$ cat src/rtl/sccb_seq_master.sv
// SCCB master with a table-driven init sequencer and single-register
// host read/write access for OV-series camera sensors.
module sccb_seq_master #(
  parameter int         DIV       = 64,
  parameter int         TBL_AW    = 8,
  parameter logic [7:0] DEV_ID    = 8'h60,
  parameter int         DLY_UNIT  = 25000,
  parameter bit         ACK_CHECK = 1'b0
) (
  input  logic              clk,
  input  logic              rst,
  input  logic              start,
  output logic [TBL_AW-1:0] tbl_addr,
  input  logic [17:0]       tbl_data,
  input  logic              host_req,
  input  logic              host_we,
  input  logic [7:0]        host_addr,
  input  logic [7:0]        host_wdata,
  output logic              host_ack,
  output logic              host_done,
  output logic [7:0]        host_rdata,
  output logic              busy,
  output logic              init_done,
  output logic              err,
  output logic              sioc,
  output logic              siod_oe,
  input  logic              siod_i
);

  localparam int QW = $clog2(DIV);
  localparam int DW = 8 + $clog2(DLY_UNIT);

  typedef enum logic [2:0] {
    IDLE, FETCH, WAIT, DECODE, XFER, DELAY, DONE
  } state_t;

  typedef enum logic [1:0] {
    S_START, S_BIT, S_STOP, S_GAP
  } seg_t;

  state_t        state, state_nx, adv_st;
  seg_t          seg;
  logic [QW-1:0] qcnt;
  logic [1:0]    q;
  logic [3:0]    bcnt;
  logic [1:0]    bi;
  logic          rd, ph2, nack, hmode;
  logic [7:0]    x_addr, x_val, rx;
  logic [DW-1:0] dcnt;

  logic       qend, qlast, receiving, samp, ack_bad;
  logic       frame_end, restart, fin, tbl_last;
  logic       clr_walk, inc_addr, ld_tbl, ld_host, ld_dly;
  logic [7:0] cur_byte;
  logic [1:0] last_bi;
  logic       tx_bit, sioc_c, oe_c;
  logic [1:0] op;
  logic       dly_nz;

  assign op        = tbl_data[17:16];
  assign dly_nz    = |tbl_data[7:0];
  assign qend      = qcnt == QW'(DIV - 1);
  assign qlast     = qend && q == 2'd3;
  assign receiving = ph2 && bi == 2'd1;
  assign last_bi   = rd ? 2'd1 : 2'd2;
  assign tx_bit    = cur_byte[3'd7 - bcnt[2:0]];
  assign samp      = state == XFER && seg == S_BIT
                     && q == 2'd1 && qend;
  assign ack_bad   = ACK_CHECK && samp && !receiving
                     && bcnt == 4'd8 && siod_i;
  assign frame_end = state == XFER && seg == S_GAP && qlast;
  assign restart   = rd && !ph2 && !nack;
  assign fin       = frame_end && !restart;
  assign tbl_last  = tbl_addr == '1;
  assign adv_st    = tbl_last ? DONE : FETCH;
  assign busy      = state != IDLE && state != DONE;

  always_comb begin
    cur_byte = x_val;
    unique case (bi)
      2'd0:    cur_byte = ph2 ? (DEV_ID | 8'h01) : DEV_ID;
      2'd1:    cur_byte = x_addr;
      default: cur_byte = x_val;
    endcase
  end

  always_ff @(posedge clk or negedge rst) begin
    if (!rst) state <= IDLE;
    else      state <= state_nx;
  end

  always_comb begin
    state_nx = state;
    clr_walk = 1'b0;
    ld_tbl   = 1'b0;
    ld_host  = 1'b0;
    ld_dly   = 1'b0;
    unique case (state)
      IDLE: begin
        if (start) begin
          state_nx = FETCH;
          clr_walk = 1'b1;
        end
      end
      FETCH: state_nx = WAIT;
      WAIT:  state_nx = DECODE;
      DECODE: begin
        unique case (1'b1)
          op == 2'b00: begin
            state_nx = XFER;
            ld_tbl   = 1'b1;
          end
          op == 2'b01 && dly_nz: begin
            state_nx = DELAY;
            ld_dly   = 1'b1;
          end
          op == 2'b01 && !dly_nz: state_nx = adv_st;
          default:                state_nx = DONE;
        endcase
      end
      XFER: begin
        if (fin) state_nx = (hmode || nack) ? DONE : adv_st;
      end
      DELAY: begin
        if (dcnt == DW'(1)) state_nx = adv_st;
      end
      DONE: begin
        if (start) begin
          state_nx = FETCH;
          clr_walk = 1'b1;
        end else if (host_req) begin
          state_nx = XFER;
          ld_host  = 1'b1;
        end
      end
      default: state_nx = IDLE;
    endcase
    inc_addr = state_nx == FETCH
               && state inside {DECODE, XFER, DELAY};
  end

  // Bus levels per segment and quarter; registered before the pins
  always_comb begin
    sioc_c = 1'b1;
    oe_c   = 1'b0;
    if (state == XFER) begin
      unique case (seg)
        S_START: oe_c = q[1];
        S_BIT: begin
          sioc_c = q[0] ^ q[1];
          oe_c   = bcnt != 4'd8 && !receiving && !tx_bit;
        end
        S_STOP: begin
          sioc_c = q != 2'd0;
          oe_c   = q != 2'd3;
        end
        default: ;
      endcase
    end
  end

  always_ff @(posedge clk or negedge rst) begin
    if (!rst) begin
      tbl_addr   <= '0;
      host_ack   <= 1'b0;
      host_done  <= 1'b0;
      host_rdata <= 8'h00;
      init_done  <= 1'b0;
      err        <= 1'b0;
      sioc       <= 1'b1;
      siod_oe    <= 1'b0;
      seg        <= S_START;
      qcnt       <= '0;
      q          <= 2'd0;
      bcnt       <= 4'd0;
      bi         <= 2'd0;
      rd         <= 1'b0;
      ph2        <= 1'b0;
      nack       <= 1'b0;
      hmode      <= 1'b0;
      x_addr     <= 8'h00;
      x_val      <= 8'h00;
      rx         <= 8'h00;
      dcnt       <= '0;
    end else begin
      host_ack  <= ld_host;
      host_done <= fin && hmode;
      sioc      <= sioc_c;
      siod_oe   <= oe_c;
      if (clr_walk)      tbl_addr <= '0;
      else if (inc_addr) tbl_addr <= tbl_addr + 1'b1;
      if (state_nx == DONE) init_done <= 1'b1;
      else if (clr_walk)    init_done <= 1'b0;
      if (clr_walk)     err <= 1'b0;
      else if (ack_bad) err <= 1'b1;
      if (ld_dly)
        dcnt <= DW'(tbl_data[7:0]) * DW'(DLY_UNIT);
      else if (state == DELAY)
        dcnt <= dcnt - 1'b1;
      if (fin && hmode && rd && !nack) host_rdata <= rx;
      if (ld_tbl || ld_host) begin
        seg    <= S_START;
        qcnt   <= '0;
        q      <= 2'd0;
        bcnt   <= 4'd0;
        bi     <= 2'd0;
        nack   <= 1'b0;
        ph2    <= 1'b0;
        hmode  <= ld_host;
        rd     <= ld_host && !host_we;
        x_addr <= ld_host ? host_addr : tbl_data[15:8];
        x_val  <= ld_host ? host_wdata : tbl_data[7:0];
      end else if (state == XFER) begin
        qcnt <= qend ? '0 : qcnt + 1'b1;
        if (qend) q <= q + 1'b1;
        if (samp && receiving && bcnt != 4'd8)
          rx <= {rx[6:0], siod_i};
        if (ack_bad) nack <= 1'b1;
        if (qlast) begin
          unique case (seg)
            S_START: seg <= S_BIT;
            S_BIT: begin
              if (bcnt == 4'd8) begin
                if (nack || bi == last_bi) begin
                  seg <= S_STOP;
                end else begin
                  bi   <= bi + 1'b1;
                  bcnt <= 4'd0;
                end
              end else begin
                bcnt <= bcnt + 1'b1;
              end
            end
            S_STOP: seg <= S_GAP;
            default: begin
              // read: address phase done, restart for data
              if (restart) begin
                seg  <= S_START;
                ph2  <= 1'b1;
                bi   <= 2'd0;
                bcnt <= 4'd0;
              end
            end
          endcase
        end
      end
    end
  end

endmodule
$ cat config.mk
export PLATFORM = sky130hd
export DESIGN_NAME = sccb_seq_master
export DESIGN_NICKNAME = d
export VERILOG_FILES = /design/src/rtl/sccb_seq_master.sv
export SDC_FILE = /design/constraint.sdc
export NUM_CORES = 1
export LEC_CHECK = 0
export BUFFER_PORTS_ARGS = -buffer_cell sky130_fd_sc_hd__buf_2
export CAP_MARGIN = 10
export CORE_MARGIN = 3
export CORE_UTILIZATION = 27
export DETAILED_ROUTE_END_ITERATION = 7
export GPL_TIMING_DRIVEN = 0
export REMOVE_ABC_BUFFERS = 1
export SYNTH_ARGS = -nofsm -noshare
export SYNTH_HDL_FRONTEND = slang
export SYNTH_SLANG_ARGS = --single-unit
$ cat constraint.sdc
create_clock -name clk -period 7.32 [get_ports clk]
set_input_delay 1.464 -clock clk [delete_from_list [all_inputs] [get_ports clk]]
set_output_delay 1.464 -clock clk [all_outputs]
set_load 0.1 [all_outputs]
## Word-level counts from Yosys, hierarchy flattened

Index checks and enable logic that the tools add are counted.

- Flip-flop bits (word level): 90
- Input port bits: 40
- Output and inout port bits: 23
- Logic and storage cells: 179

- $add $sub $neg: 7
- Multipliers: 1
- $lt $le $gt $ge: 1
- Equal/unequal tests: 29
- Mux-type cells: 66
- Bitwise operators: 2
- Reductions and logical operators: 53

Operators with widths:

| operator | number |
|---|---|
| $mux W23 | 2 |
| $mux W8 | 4 |
| $mux W2 | 15 |
| $mux W4 | 6 |
| $eq A23 B1 Y1 const B | 1 |
| $sub A23 B1 Y23 const B | 1 |
| $mux W3 | 7 |
| $pmux W3 S7 | 1 |
| $logic_and A1 B1 Y1 | 20 |
| $mul A8 B12 Y20 const B | 1 |
| $mux W1 | 20 |
| $mux W6 | 3 |
| $pmux W8 S2 | 1 |
| $reduce_bool A2 Y1 | 8 |
| $eq A3 B3 Y1 const B | 4 |
| $reduce_and A5 Y1 | 2 |
| $pmux W3 S3 | 1 |
| $reduce_bool A3 Y1 | 3 |
| $add A8 B1 Y8 const B | 1 |
| $eq A2 B1 Y1 const B | 4 |
| $eq A8 B8 Y1 const B | 1 |
| $ne A4 B4 Y1 const B | 2 |
| $pmux W4 S2 | 1 |
| $reduce_or A8 Y1 | 1 |
| 33 further kinds | 49 |

## Longest topological paths before layout

- Depth after elaboration: 10
- Gate-level depth with buffers: 14

## Worst setup path before layout

OpenSTA, ideal clock, no wires.

- Path kind: in2reg
- Start: input port tbl_data[2]
- End: register dcnt[21]
- Library setup time: 0.138 ns
- Data arrival time: 4.773 ns
- Required time: 7.182 ns
- Slack: 2.409 ns
- Stages on the path: 14
- Path through: ha_1 -> ha_1 -> inv_1 -> fa_1 -> inv_1 -> fa_1 -> ha_1 -> nor2b_1 -> o31a_1 -> o21ai_0 -> o21ai_0 -> a211oi_1 -> mux2i_1 -> o211ai_1

- Cells in the longest elaborated chain, start to end: 5
- Elaborated cells between the ends (all ways): 7

RTL lines:

| element | line | source |
|---|---|---|
| start, declared | 14 | `input logic [17:0] tbl_data,` |
| branches (longest 5 deep; another with $mul A8 B12 Y20) | -- |  |
| end signal, assigned | 197 | `dcnt <= DW'(tbl_data[7:0]) * DW'(DLY_UNIT);` |
| end signal, assigned | 199 | `dcnt <= dcnt - 1'b1;` |
| end, declared | 49 | `logic [DW-1:0] dcnt;` |

Several ways; the timed one is not identified.
A chain may end at the register's enable or synchronous reset.

## Final worst setup path

Same ends and word-level chain as after synthesis.

==> impl_metrics.py <==
metrics = {
    "placed_design": {
        "placed_area_sq_um": 6980,
        "dp_cells": 1019,
        "dp_slack_ns": 1.84,
        "place_congestion": 0.821,
        "place_hpwl_microns": 10900,
        "numPortBuffers": 61,
    },
    "synthesis": {
        "synth_ff_type": "dfrtp_1",
        "yosysTopAreaCellShare": 0.354,
        "avgSynthCellArea_sq_um": 9.56,
        "ys_warn_count": 0,
        "synth_top_cell_by_area": "dfrtp_1",
        "syn_area_sq_um": 6290,
        "ys_seq_area_frac": 0.358,
        "synth_seq_cells": 90,
        "synth_edf_count": 0,
        "synth-async-reset-ratio": 1.00,
        "yosysUniqueCellTypes": 69,
        "syn_inst": 658,
        "synth_area_leaders": "dfrtp_1, ha_1, nand2_1",
    },
    "power": {
        "p_leak_nw": 3.26,
        "p_per_area_nw_per_um2": 320,
        "peakVddDrop_uv": 140,
    },
    "clock_network": {
        "numCtsBuffers": 9,
        "clock_latency_ns": 0.35,
        "cts_hold_buf": 0,
        "cts-root-buf": "clkbuf_16",
        "post_cts_buffers": 0,
        "cts_resized": 0,
        "cts_max_level": 3,
        "cts_tree": "yes",
        "cts_sinks": 90,
        "clockBufferDepth": 2,
        "path_clk_slew_ns": 0.06,
    },
    "die": {
        "initial_core_util": 0.276,
        "fp.dieW_microns": 159,
        "fp.dieArea_sq_um": 25200,
        "io_pins": 63,
        "die_h_microns": 159,
        "coreArea_sq_um": 22800,
        "num_rows": 55,
    },
    "global_route": {
        "track_usage": 0.117,
        "antenna_found_initial": 0,
        "grt_overflow": 0,
        "grt_pass1_vias": 4773,
        "grt_first_pass_wirelength_microns": 24000,
        "grt_max_degree": 54,
    },
    "sta": {
        "setup_viol": 0,
        "relSlewSlack": 0.399,
        "holdWs_ns": 0.499,
        "drv_slew": 0,
        "finalWorstSetupSlack_ns": 2.18,
        "skew_ns": 0.0133,
        "fin_crit_ns": 5.14,
        "fin_tns_setup_ns": 0,
        "hold_viol": 0,
        "rsz0062_at_grt": "no",
        "timing.final.crit_share": 0.702,
        "worstMarginPinSlew_ns": 0.901,
        "fmax_mhz": 195,
    },
    "cells_and_area": {
        "layout-drive-gt1-share": 0.163,
        "final_common_cell": "dfrtp_1",
        "final_cells": 1035,
        "fill_cells": 2387,
        "final_cell_area_sq_um": 7270,
        "area_growth_pct": 15.5,
        "n_antenna_cell": 0,
        "layout_common_cells": "dfrtp_1, nand2_1, ha_1, buf_2, o21ai_0",
        "num-nets-final": 841,
    },
    "outcome": {
        "outcome": "complete, no violations",
    },
    "min_path": {
        "min_from": "host_rdata[6]",
        "holdPathEnd": "host_rdata[6]",
        "min_path_type": "reg2reg",
        "hold_depth": 1,
    },
    "route": {
        "drcViolationCount": 0,
        "via_per_inst": 4.71,
        "drt_wl_total_microns": 14100,
        "vias": 4870,
        "firstDrtPassIters": 4,
        "drt-initial-drc-count": 242,
        "ant_nets": 0,
        "wl_per_cell_microns": 13.7,
    },
    "run": {
        "maxCapViolations": 0,
    },
    "critical_path": {
        "crit_arrival_ns": 5.35,
        "rr_worst_depth": 8,
        "reg2reg_to": "bcnt[3]",
        "path_class": "in2reg",
        "r2r_setup_slack_ns": 4.37,
        "crit_path_start": "tbl_data[2]",
        "crit_required_ns": 7.53,
        "critPathLaunchType": "input port",
        "crit_path_end_kind": "flip-flop",
        "cp_max_fo": 6,
        "reg2reg_from": "state[0]",
    },
}
[per-stage QoR]
| stage | util | power, mW |
|---|---|---|
| 2_1_floorplan | - | 1.62 |
| 3_3_place_gp | 0.303 | 1.86 |
| 3_5_place_dp | 0.306 | 1.88 |
| 4_1_cts | 0.319 | 2.35 |
| 5_1_grt | 0.319 | 2.54 |
| 6_report | 0.319 | 2.32 |
[Yosys cell counts (3+ instances only)]
master / instances
nor3_1: 15
ha_1: 72
nand2b_1: 3
or2_2: 4
mux2i_1: 19
nand3_1: 17
xor2_1: 15
or4_1: 6
o211ai_1: 7
nor2_1: 48
clkbuf_1: 12
a22oi_1: 3
nor2b_1: 10
nor3b_1: 4
xnor2_1: 11
a221oi_1: 7
o21a_1: 3
a21oi_1: 24
a31oi_1: 12
nand2_1: 77
o21ai_0: 52
nand4_1: 5
a211oi_1: 4
o22ai_1: 5
mux2_2: 16
dfrtp_1: 89
inv_1: 39
o31ai_1: 7
fa_1: 12
nor4_1: 6
nand3b_1: 5
or3_1: 5
[report_power, final]
group / internal [mW] / switching, mW
sequential: 0.663 / 0.178
clock: 0.243 / 0.204
combinational: 0.408 / 0.629
total: 1.31 / 1.01
[flip-flops by register name (all words and copies together), names as in the netlist, 2 cells and up]
signal      flops
host_rdata      8
q               2
dcnt           23
tbl_addr        8
seg             2
bcnt            4
state           3
bi              2
x_addr          8
x_val           8
qcnt            6
rx              8
[area by class of cell]
| type | count | area [sq um] | area share |
|---|---|---|---|
| clock inverter | 6 | 48.8 | 0.00671 |
| tap | 313 | 392 | 0.0539 |
| timing repair buffer | 65 | 369 | 0.0508 |
| inverter | 39 | 146 | 0.0201 |
| sequential | 90 | 2250 | 0.310 |
| multi-input combinational | 512 | 3820 | 0.525 |
| clock buffer | 10 | 239 | 0.0329 |
[worst max-delay path by stage]
stage                     to  slack (ns)
finish              dcnt[21]        2.18
global route        dcnt[21]        1.93
CTS                 dcnt[21]        2.21
detailed placement  dcnt[21]        1.84
global placement     bcnt[3]        1.34
floorplan           dcnt[21]        2.41
[cell families after synthesis]
group,after synthesis,synth area share
adder cells (fa/ha/maj),85,0.183
other,1,0.000596
flip-flops,90,0.358
XOR/XNOR,26,0.0362
AO/OA/AOI/OAI,140,0.139
multiplexers,36,0.0624
buffers and inverters,56,0.0360
AND/OR/NAND/NOR,224,0.184
[critical path: stages]
cell      delay, ns
buf_2          0.16
ha_1           0.35
ha_1           0.28
inv_1          0.05
fa_1           0.50
inv_1          0.05
fa_1           0.47
ha_1           0.35
nor2b_1        0.16
o31a_1         0.27
o21ai_0        0.33
o21ai_0        0.23
a211oi_1       0.30
mux2i_1        0.26
o211ai_1       0.10
[routing by layer]
layer,wire [microns],GRT usage,up-vias
met3,578,0.0236,8
li1,-,-,2472
met4,159,0.0307,0
met5,0,0,-
met2,6200,0.175,74
met1,7210,0.172,2316
Note: power is estimated with default switching activity, not from simulation.
